$ cat src/rtl/cprv_ram_1p_ctrl_if.sv
// Core-side request/response bus of the single-port RAM controller.
//
// Ports (signals of the bundle):
//   req_valid / req_ready  request handshake
//   req_we                 1 = write, 0 = read
//   req_addr               word address
//   req_wdata / req_wstrb  write data and byte enables
//   rsp_valid / rsp_ready  response handshake
//   rsp_rdata              read data, or post-write word for writes
//
// Modports:
//   master  the client issuing requests and consuming responses
//   slave   the controller
interface cprv_ram_1p_ctrl_if #(
    parameter int ADDR_WIDTH = 7,
    parameter int DATA_WIDTH = 64
);
    logic                    req_valid;
    logic                    req_ready;
    logic                    req_we;
    logic [ADDR_WIDTH-1:0]   req_addr;
    logic [DATA_WIDTH-1:0]   req_wdata;
    logic [DATA_WIDTH/8-1:0] req_wstrb;
    logic                    rsp_valid;
    logic                    rsp_ready;
    logic [DATA_WIDTH-1:0]   rsp_rdata;

    modport master (
        output req_valid, req_we, req_addr, req_wdata, req_wstrb, rsp_ready,
        input  req_ready, rsp_valid, rsp_rdata
    );

    modport slave (
        input  req_valid, req_we, req_addr, req_wdata, req_wstrb, rsp_ready,
        output req_ready, rsp_valid, rsp_rdata
    );
endinterface

$ cat src/rtl/cprv_ram_1p_ctrl.sv
// Request/response front-end mastering a single-port RAM with one-cycle
// registered read latency (a write returns the written word on ram_rdata).
// Every accepted request produces exactly one in-order response through a
// small circular response FIFO.
//
// Ports:
//   clk        single clock, rising edge
//   rst_n      synchronous active-low reset
//   bus        cprv_ram_1p_ctrl_if.slave (req_* / rsp_* handshakes)
//   ram_w_en   RAM write enable
//   ram_addr   RAM word address
//   ram_wdata  RAM write data
//   ram_rdata  RAM registered read data
//
// Build option:
//   CPRV_RAM_CTRL_RMW_EN  when defined, byte-strobed partial writes become a
//                         fetch + merged-write pair (state RMW_WR). When not
//                         defined, req_wstrb is ignored and every write is a
//                         single-cycle full write.
module cprv_ram_1p_ctrl #(
    parameter int ADDR_WIDTH = 7,
    parameter int DATA_WIDTH = 64,
    parameter int RSP_DEPTH  = 3
) (
    input  logic                  clk,
    input  logic                  rst_n,
    cprv_ram_1p_ctrl_if.slave     bus,
    output logic                  ram_w_en,
    output logic [ADDR_WIDTH-1:0] ram_addr,
    output logic [DATA_WIDTH-1:0] ram_wdata,
    input  logic [DATA_WIDTH-1:0] ram_rdata
);
    localparam int STRB_W = DATA_WIDTH / 8;
    localparam int PTR_W  = (RSP_DEPTH > 1) ? $clog2(RSP_DEPTH) : 1;
    localparam int CNT_W  = $clog2(RSP_DEPTH + 1);

    typedef enum logic {IDLE, RMW_WR} state_t;

    state_t                state;
    logic                  pending;
    logic [CNT_W-1:0]      count;
    logic [PTR_W-1:0]      wr_ptr;
    logic [PTR_W-1:0]      rd_ptr;
    logic [DATA_WIDTH-1:0] fifo_mem [RSP_DEPTH];

    logic                  accept;
    logic                  issue;
    logic                  push;
    logic                  pop;
    logic                  full_wr;
    logic                  part_wr;
    logic [CNT_W:0]        credits_used;

    function automatic logic [PTR_W-1:0] next_ptr(input logic [PTR_W-1:0] p);
        return (p == PTR_W'(RSP_DEPTH - 1)) ? '0 : p + PTR_W'(1);
    endfunction

`ifdef CPRV_RAM_CTRL_RMW_EN
    logic [ADDR_WIDTH-1:0] rmw_addr;
    logic [DATA_WIDTH-1:0] rmw_wdata;
    logic [STRB_W-1:0]     rmw_wstrb;

    function automatic logic [DATA_WIDTH-1:0] merge_bytes(
        input logic [DATA_WIDTH-1:0] old_word,
        input logic [DATA_WIDTH-1:0] new_word,
        input logic [STRB_W-1:0]     strb
    );
        logic [DATA_WIDTH-1:0] res;
        res = old_word;
        for (int b = 0; b < STRB_W; b++) begin
            if (strb[b]) res[8*b +: 8] = new_word[8*b +: 8];
        end
        return res;
    endfunction

    // A zero-strobe write is neither full nor partial, so it falls through
    // to the read path and leaves the RAM untouched.
    assign full_wr = bus.req_we && (&bus.req_wstrb);
    assign part_wr = bus.req_we && (|bus.req_wstrb) && !(&bus.req_wstrb);
`else
    logic unused_strb;

    assign unused_strb = ^bus.req_wstrb;
    assign full_wr     = bus.req_we;
    assign part_wr     = 1'b0;
    assign state       = IDLE;
`endif

    // Credits count both stored responses and the one still in flight from
    // the RAM, so the FIFO can never overflow. Only registered state and
    // rst_n feed req_ready; rsp_ready does not.
    assign credits_used  = {1'b0, count} + (CNT_W + 1)'(pending);
    assign bus.req_ready = rst_n && (state == IDLE)
                           && (credits_used < (CNT_W + 1)'(RSP_DEPTH));
    assign accept        = bus.req_valid && bus.req_ready;

    assign push          = pending;
    assign bus.rsp_valid = (count != '0);
    assign pop           = bus.rsp_valid && bus.rsp_ready;
    // Forced to zero when empty so the data storage needs no reset.
    assign bus.rsp_rdata = bus.rsp_valid ? fifo_mem[rd_ptr] : '0;

    // Stage p0: RAM port driven straight from the request or the RMW latch
    always_comb begin
        ram_w_en  = 1'b0;
        ram_addr  = '0;
        ram_wdata = '0;
        issue     = 1'b0;
`ifdef CPRV_RAM_CTRL_RMW_EN
        if (state == RMW_WR) begin
            // Reset in this cycle abandons the merged write.
            if (rst_n) begin
                ram_w_en  = 1'b1;
                ram_addr  = rmw_addr;
                ram_wdata = merge_bytes(ram_rdata, rmw_wdata, rmw_wstrb);
            end
        end else
`endif
        if (accept) begin
            ram_addr = bus.req_addr;
            issue    = !part_wr;
            ram_w_en = full_wr;
            if (full_wr) ram_wdata = bus.req_wdata;
        end
    end

    // Stage p1: control state, in-flight flag and FIFO pointers
    always_ff @(posedge clk) begin
        if (!rst_n) begin
`ifdef CPRV_RAM_CTRL_RMW_EN
            state   <= IDLE;
`endif
            pending <= 1'b0;
            count   <= '0;
            wr_ptr  <= '0;
            rd_ptr  <= '0;
        end else begin
            // The fetch half of an RMW is not a response; only the merged
            // write cycle raises pending.
            pending <= issue || (state == RMW_WR);
`ifdef CPRV_RAM_CTRL_RMW_EN
            case (state)
                IDLE:    if (accept && part_wr) state <= RMW_WR;
                RMW_WR:  state <= IDLE;
                default: state <= IDLE;
            endcase
`endif
            if (push) wr_ptr <= next_ptr(wr_ptr);
            if (pop)  rd_ptr <= next_ptr(rd_ptr);
            if (push && !pop)      count <= count + CNT_W'(1);
            else if (!push && pop) count <= count - CNT_W'(1);
        end
    end

    // Stage p1: data capture (response storage and RMW latch), no reset
    always_ff @(posedge clk) begin
        if (push) fifo_mem[wr_ptr] <= ram_rdata;
`ifdef CPRV_RAM_CTRL_RMW_EN
        if (accept && part_wr) begin
            rmw_addr  <= bus.req_addr;
            rmw_wdata <= bus.req_wdata;
            rmw_wstrb <= bus.req_wstrb;
        end
`endif
    end
endmodule

$ cat src/flat_wrapper.sv
// flat-port wrapper written by rule: the top's interface ports become plain ports
module cprv_ram_1p_ctrl_flat 
#(
    parameter int ADDR_WIDTH = 7,
    parameter int DATA_WIDTH = 64,
    parameter int RSP_DEPTH  = 3
)
  (clk, rst_n, ram_w_en, ram_addr, ram_wdata, ram_rdata, bus_req_valid, bus_req_we, bus_req_addr, bus_req_wdata, bus_req_wstrb, bus_rsp_ready, bus_req_ready, bus_rsp_valid, bus_rsp_rdata);
  cprv_ram_1p_ctrl_if #(.ADDR_WIDTH(ADDR_WIDTH), .DATA_WIDTH(DATA_WIDTH)) bus_i ();
  input  logic clk;
  input  logic rst_n;
  output logic ram_w_en;
  output logic [ADDR_WIDTH-1:0] ram_addr;
  output logic [DATA_WIDTH-1:0] ram_wdata;
  input  logic [DATA_WIDTH-1:0] ram_rdata;
  input wire logic [$bits(bus_i.req_valid)-1:0] bus_req_valid;
  input wire logic [$bits(bus_i.req_we)-1:0] bus_req_we;
  input wire logic [$bits(bus_i.req_addr)-1:0] bus_req_addr;
  input wire logic [$bits(bus_i.req_wdata)-1:0] bus_req_wdata;
  input wire logic [$bits(bus_i.req_wstrb)-1:0] bus_req_wstrb;
  input wire logic [$bits(bus_i.rsp_ready)-1:0] bus_rsp_ready;
  output wire logic [$bits(bus_i.req_ready)-1:0] bus_req_ready;
  output wire logic [$bits(bus_i.rsp_valid)-1:0] bus_rsp_valid;
  output wire logic [$bits(bus_i.rsp_rdata)-1:0] bus_rsp_rdata;
  assign bus_i.req_valid = bus_req_valid;
  assign bus_i.req_we = bus_req_we;
  assign bus_i.req_addr = bus_req_addr;
  assign bus_i.req_wdata = bus_req_wdata;
  assign bus_i.req_wstrb = bus_req_wstrb;
  assign bus_i.rsp_ready = bus_rsp_ready;
  assign bus_req_ready = bus_i.req_ready;
  assign bus_rsp_valid = bus_i.rsp_valid;
  assign bus_rsp_rdata = bus_i.rsp_rdata;
  cprv_ram_1p_ctrl #(.ADDR_WIDTH(ADDR_WIDTH), .DATA_WIDTH(DATA_WIDTH), .RSP_DEPTH(RSP_DEPTH)) u_core (.clk(clk), .rst_n(rst_n), .bus(bus_i), .ram_w_en(ram_w_en), .ram_addr(ram_addr), .ram_wdata(ram_wdata), .ram_rdata(ram_rdata));
endmodule
$ cat config.mk
export PLATFORM = sky130hd
export DESIGN_NAME = cprv_ram_1p_ctrl_flat
export DESIGN_NICKNAME = d
export VERILOG_FILES = /design/src/rtl/cprv_ram_1p_ctrl_if.sv /design/src/rtl/cprv_ram_1p_ctrl.sv /design/src/flat_wrapper.sv
export SDC_FILE = /design/constraint.sdc
export NUM_CORES = 1
export LEC_CHECK = 0
export ABC_AREA = 1
export BUFFER_PORTS_ARGS = -buffer_cell sky130_fd_sc_hd__clkbuf_2
export CAP_MARGIN = 15
export CORE_UTILIZATION = 25
export DETAILED_ROUTE_END_ITERATION = 7
export GPL_ROUTABILITY_DRIVEN = 0
export PLACE_DENSITY = 0.56
export SYNTH_ARGS = -nofsm -noshare
export SYNTH_HDL_FRONTEND = slang
export SYNTH_SLANG_ARGS = --single-unit
$ cat constraint.sdc
create_clock -name clk -period 10.05 [get_ports clk]
set_clock_uncertainty 0.2 [all_clocks]
set_input_delay 0 -clock clk [delete_from_list [all_inputs] [get_ports clk]]
set_output_delay 0 -clock clk [all_outputs]
set_load 0.01 [all_outputs]
==> metrics.yaml <==
power.density_nw_per_um2: 187
setup_viol: 0
ys_ff_latch: 201
detailed_place_hpwl_um: 13100
regArea_sq_um: 5950
grt-ovfl-total: 0
grt_pass1_wl_um: 32700
syn_area_sq_um: 9020
synthesis.nets: 1042
min_path_type: "input port to register"
postLayoutCellArea_sq_um: 12100
coreArea_sq_um: 35600
slew_headroom_pct: 37.9
crit_path_cell_trace: "ha_1, ha_1, nand2_1, nand2_1, nor2_4, nand2_4, nor2_1, clkbuf_2"
dp_cells: 1587
synth.top_cell.area_share_pct: 63.9
io_pins: 286
die_h_um: 192
total_leakage_power_nw: 5.65
portBuffers: 277
reg2reg_to: "u_core.fifo_mem[1][49]"
syn_inst: 891
clkTransAtPathRegs_ps: 60
antenna_found_initial: 0
rows: 69
cts_tree: "yes"
drv_cap: 0
dieArea_sq_um: 36900
holdPathStages: 2
worst_pin_slew_ps: 931
drt_iter0_markers: 216
vias: 6767
critPathSlowestCell: "dfxtp_1"
ant_nets: 0
critPathCaptureType: "output pin"
synth_area_per_cell_sq_um: 10.1
finalSetupTns_ps: 0
hold_path_end: "u_core.fifo_mem[2][50]"
slowest_delay_ps: 470
finalNetCount: 1370
yosysSeqAreaShare_pct: 65.9
die_x_um: 192
hp-start: "ram_rdata[50]"
vias_per_cell: 4.00
cts_resized: 0
cp_top_family: "simple AND/OR/NAND/NOR gates"
antenna_cells: 0
fin_crit_sh_pct: 27.6
multi_input_area_sq_um: 1940
startpoint_type: "register"
wirelength_um: 21700
reg2regPathDepth: 3
clockBufferDepth: 3
finalNonFillerCells: 1692
rrSetupSlack_ps: 7830
clock-sinks: 201
path_buf_inv: 1
drc: 0
finalMaxSlewViolations: 0
dr.pass1.iters: 4
final_util_pct: 33.9
worstPathArrival_ps: 2570
r2r-start: "u_core.pending"
crit_required_ps: 9850
syn_to_final_growth_pct: 33.6
initial_core_util_pct: 25.4
clock-root-buffer: "clkbuf_16"
grt_max_degree: 79
first_global_vias: 6230
fillers: 3624
grtUsageTotal_pct: 11.3
netlist_top_cells_area: "edfxtp_1, inv_1, nand2_1, o21ai_0, nor2_1"
cp_max_fo: 73
rsz0062_at_grt: "false"
synth_cell_types: 22
htree_levels: 1
placed_cell_area_sq_um: 10700
max_freq_ghz: 0.361
drive_gt1_share_pct: 26.9
hold_violations: 0
crit_type: "register to output pin"
yosysTopAreaCell: "edfxtp_1"
wl_per_cell_um: 12.8
clock_latency_ps: 490
ys.warnings.count: 0
period_needed_ps: 2770
status: "complete, no violations"
holdWs_ps: 41.4
cts_buffers: 22
max-vdd-ir-drop_uv: 118
==> layer usage <==
metal | track usage, % | vias to the layer above | part of all wire, %
met5 | 0 | - | 0
met4 | 3.21 | 0 | 2.4
met3 | 2.38 | 25 | 5.0
met2 | 19.5 | 160 | 48
met1 | 14.1 | 3089 | 44
li1 | - | 3493 | -
==> what timing repair did <==
action,CTS,global route
buffers inserted,0,0
endpoints found under the hold margin,201,0
hold buffers,68,0
==> per-stage QoR <==
stage / worst slack [ps] / power, W
after floorplan: 4490 / 0.00136
after global placement: 7740 / 0.00155
after detailed placement: 7730 / 0.00155
after CTS: 7240 / 0.00230
after global routing: 7030 / 0.00240
final: 7280 / 0.00226
==> state kept, by name (all words and copies together), names as in the netlist, named ones only <==
name             flops
u_core.fifo_mem    192
u_core.pending       1
u_core.wr_ptr        2
u_core.count         2
u_core.rd_ptr        2
==> Yosys cell counts, drive strengths merged <==
| master | number |
|---|---|
| nand4 | 1 |
| a21oi | 67 |
| buf | 30 |
| nor2 | 82 |
| ha | 3 |
| nor3 | 1 |
| o21ai | 131 |
| nand2 | 137 |
| inv | 216 |
| edfxtp | 192 |
| nand3 | 3 |
| dfxtp | 9 |
| clkbuf | 19 |
==> worst max-delay path by stage <==
stage                                  end  depth (start not counted)            start  slack (ps)
floorplan            u_core.fifo_mem[2][0]                          2   u_core.pending        4490
global placement    u_core.fifo_mem[0][39]                          3   u_core.pending        7740
detailed placement  u_core.fifo_mem[1][51]                          3   u_core.pending        7730
CTS                          ram_wdata[60]                          8  u_core.count[0]        7240
global route              bus_rsp_rdata[0]                          5         register        7030
finish                       ram_wdata[22]                          8  u_core.count[0]        7280
==> logic make-up (layout without fill, tap and decap cells) <==
group | after synthesis | count (layout) | share of synthesized area [%]
AOI/OAI and AO/OA | 198 | 198 | 11.4
buffers and inverters | 265 | 605 | 12.7
DFF | 201 | 201 | 65.9
and+or+nand+nor | 224 | 224 | 9.62
adders and majority gates | 3 | 3 | 0.416
==> cells in the final DEF (no fill, tap or decap) <==
cell	Yosys	final
ha_1	3	3
nor3_2	0	1
edfxtp_1	192	192
dlygate4sd3_1	0	68
nand2_1	136	136
nor2_2	2	1
a21oi_1	57	57
a21oi_2	10	10
buf_12	0	1
clkinvlp_4	0	1
dfxtp_1	9	7
nor2_1	79	79
o21ai_1	46	46
nor2_4	1	2
clkbuf_2	2	277
dfxtp_4	0	2
nand2_4	1	1
nand3_1	3	3
clkbuf_16	0	23
inv_1	215	213
nand4_1	1	1
inv_2	1	1
clkbuf_1	17	4
clkinv_1	0	6
clkinv_2	0	4
o21ai_0	85	85
buf_4	3	7
==> power by group <==
group | total [W] | switching (W) | internal, W
clock | 0.000715 | 0.000303 | 0.000412
combinational | 0.000547 | 0.000340 | 0.000207
sequential | 0.000997 | 0.0000367 | 0.000960
==> cell type report <==
type / count / share of cell area, %
Clock buffer: 27 / 4.90
Timing Repair Buffer: 353 / 17.7
Inverter: 216 / 6.74
Tap cell: 461 / 4.78
Multi-Input combinational cell: 425 / 16.1
Sequential cell: 201 / 49.4
Clock inverter: 9 / 0.332
(Power assumes the default switching activity.)
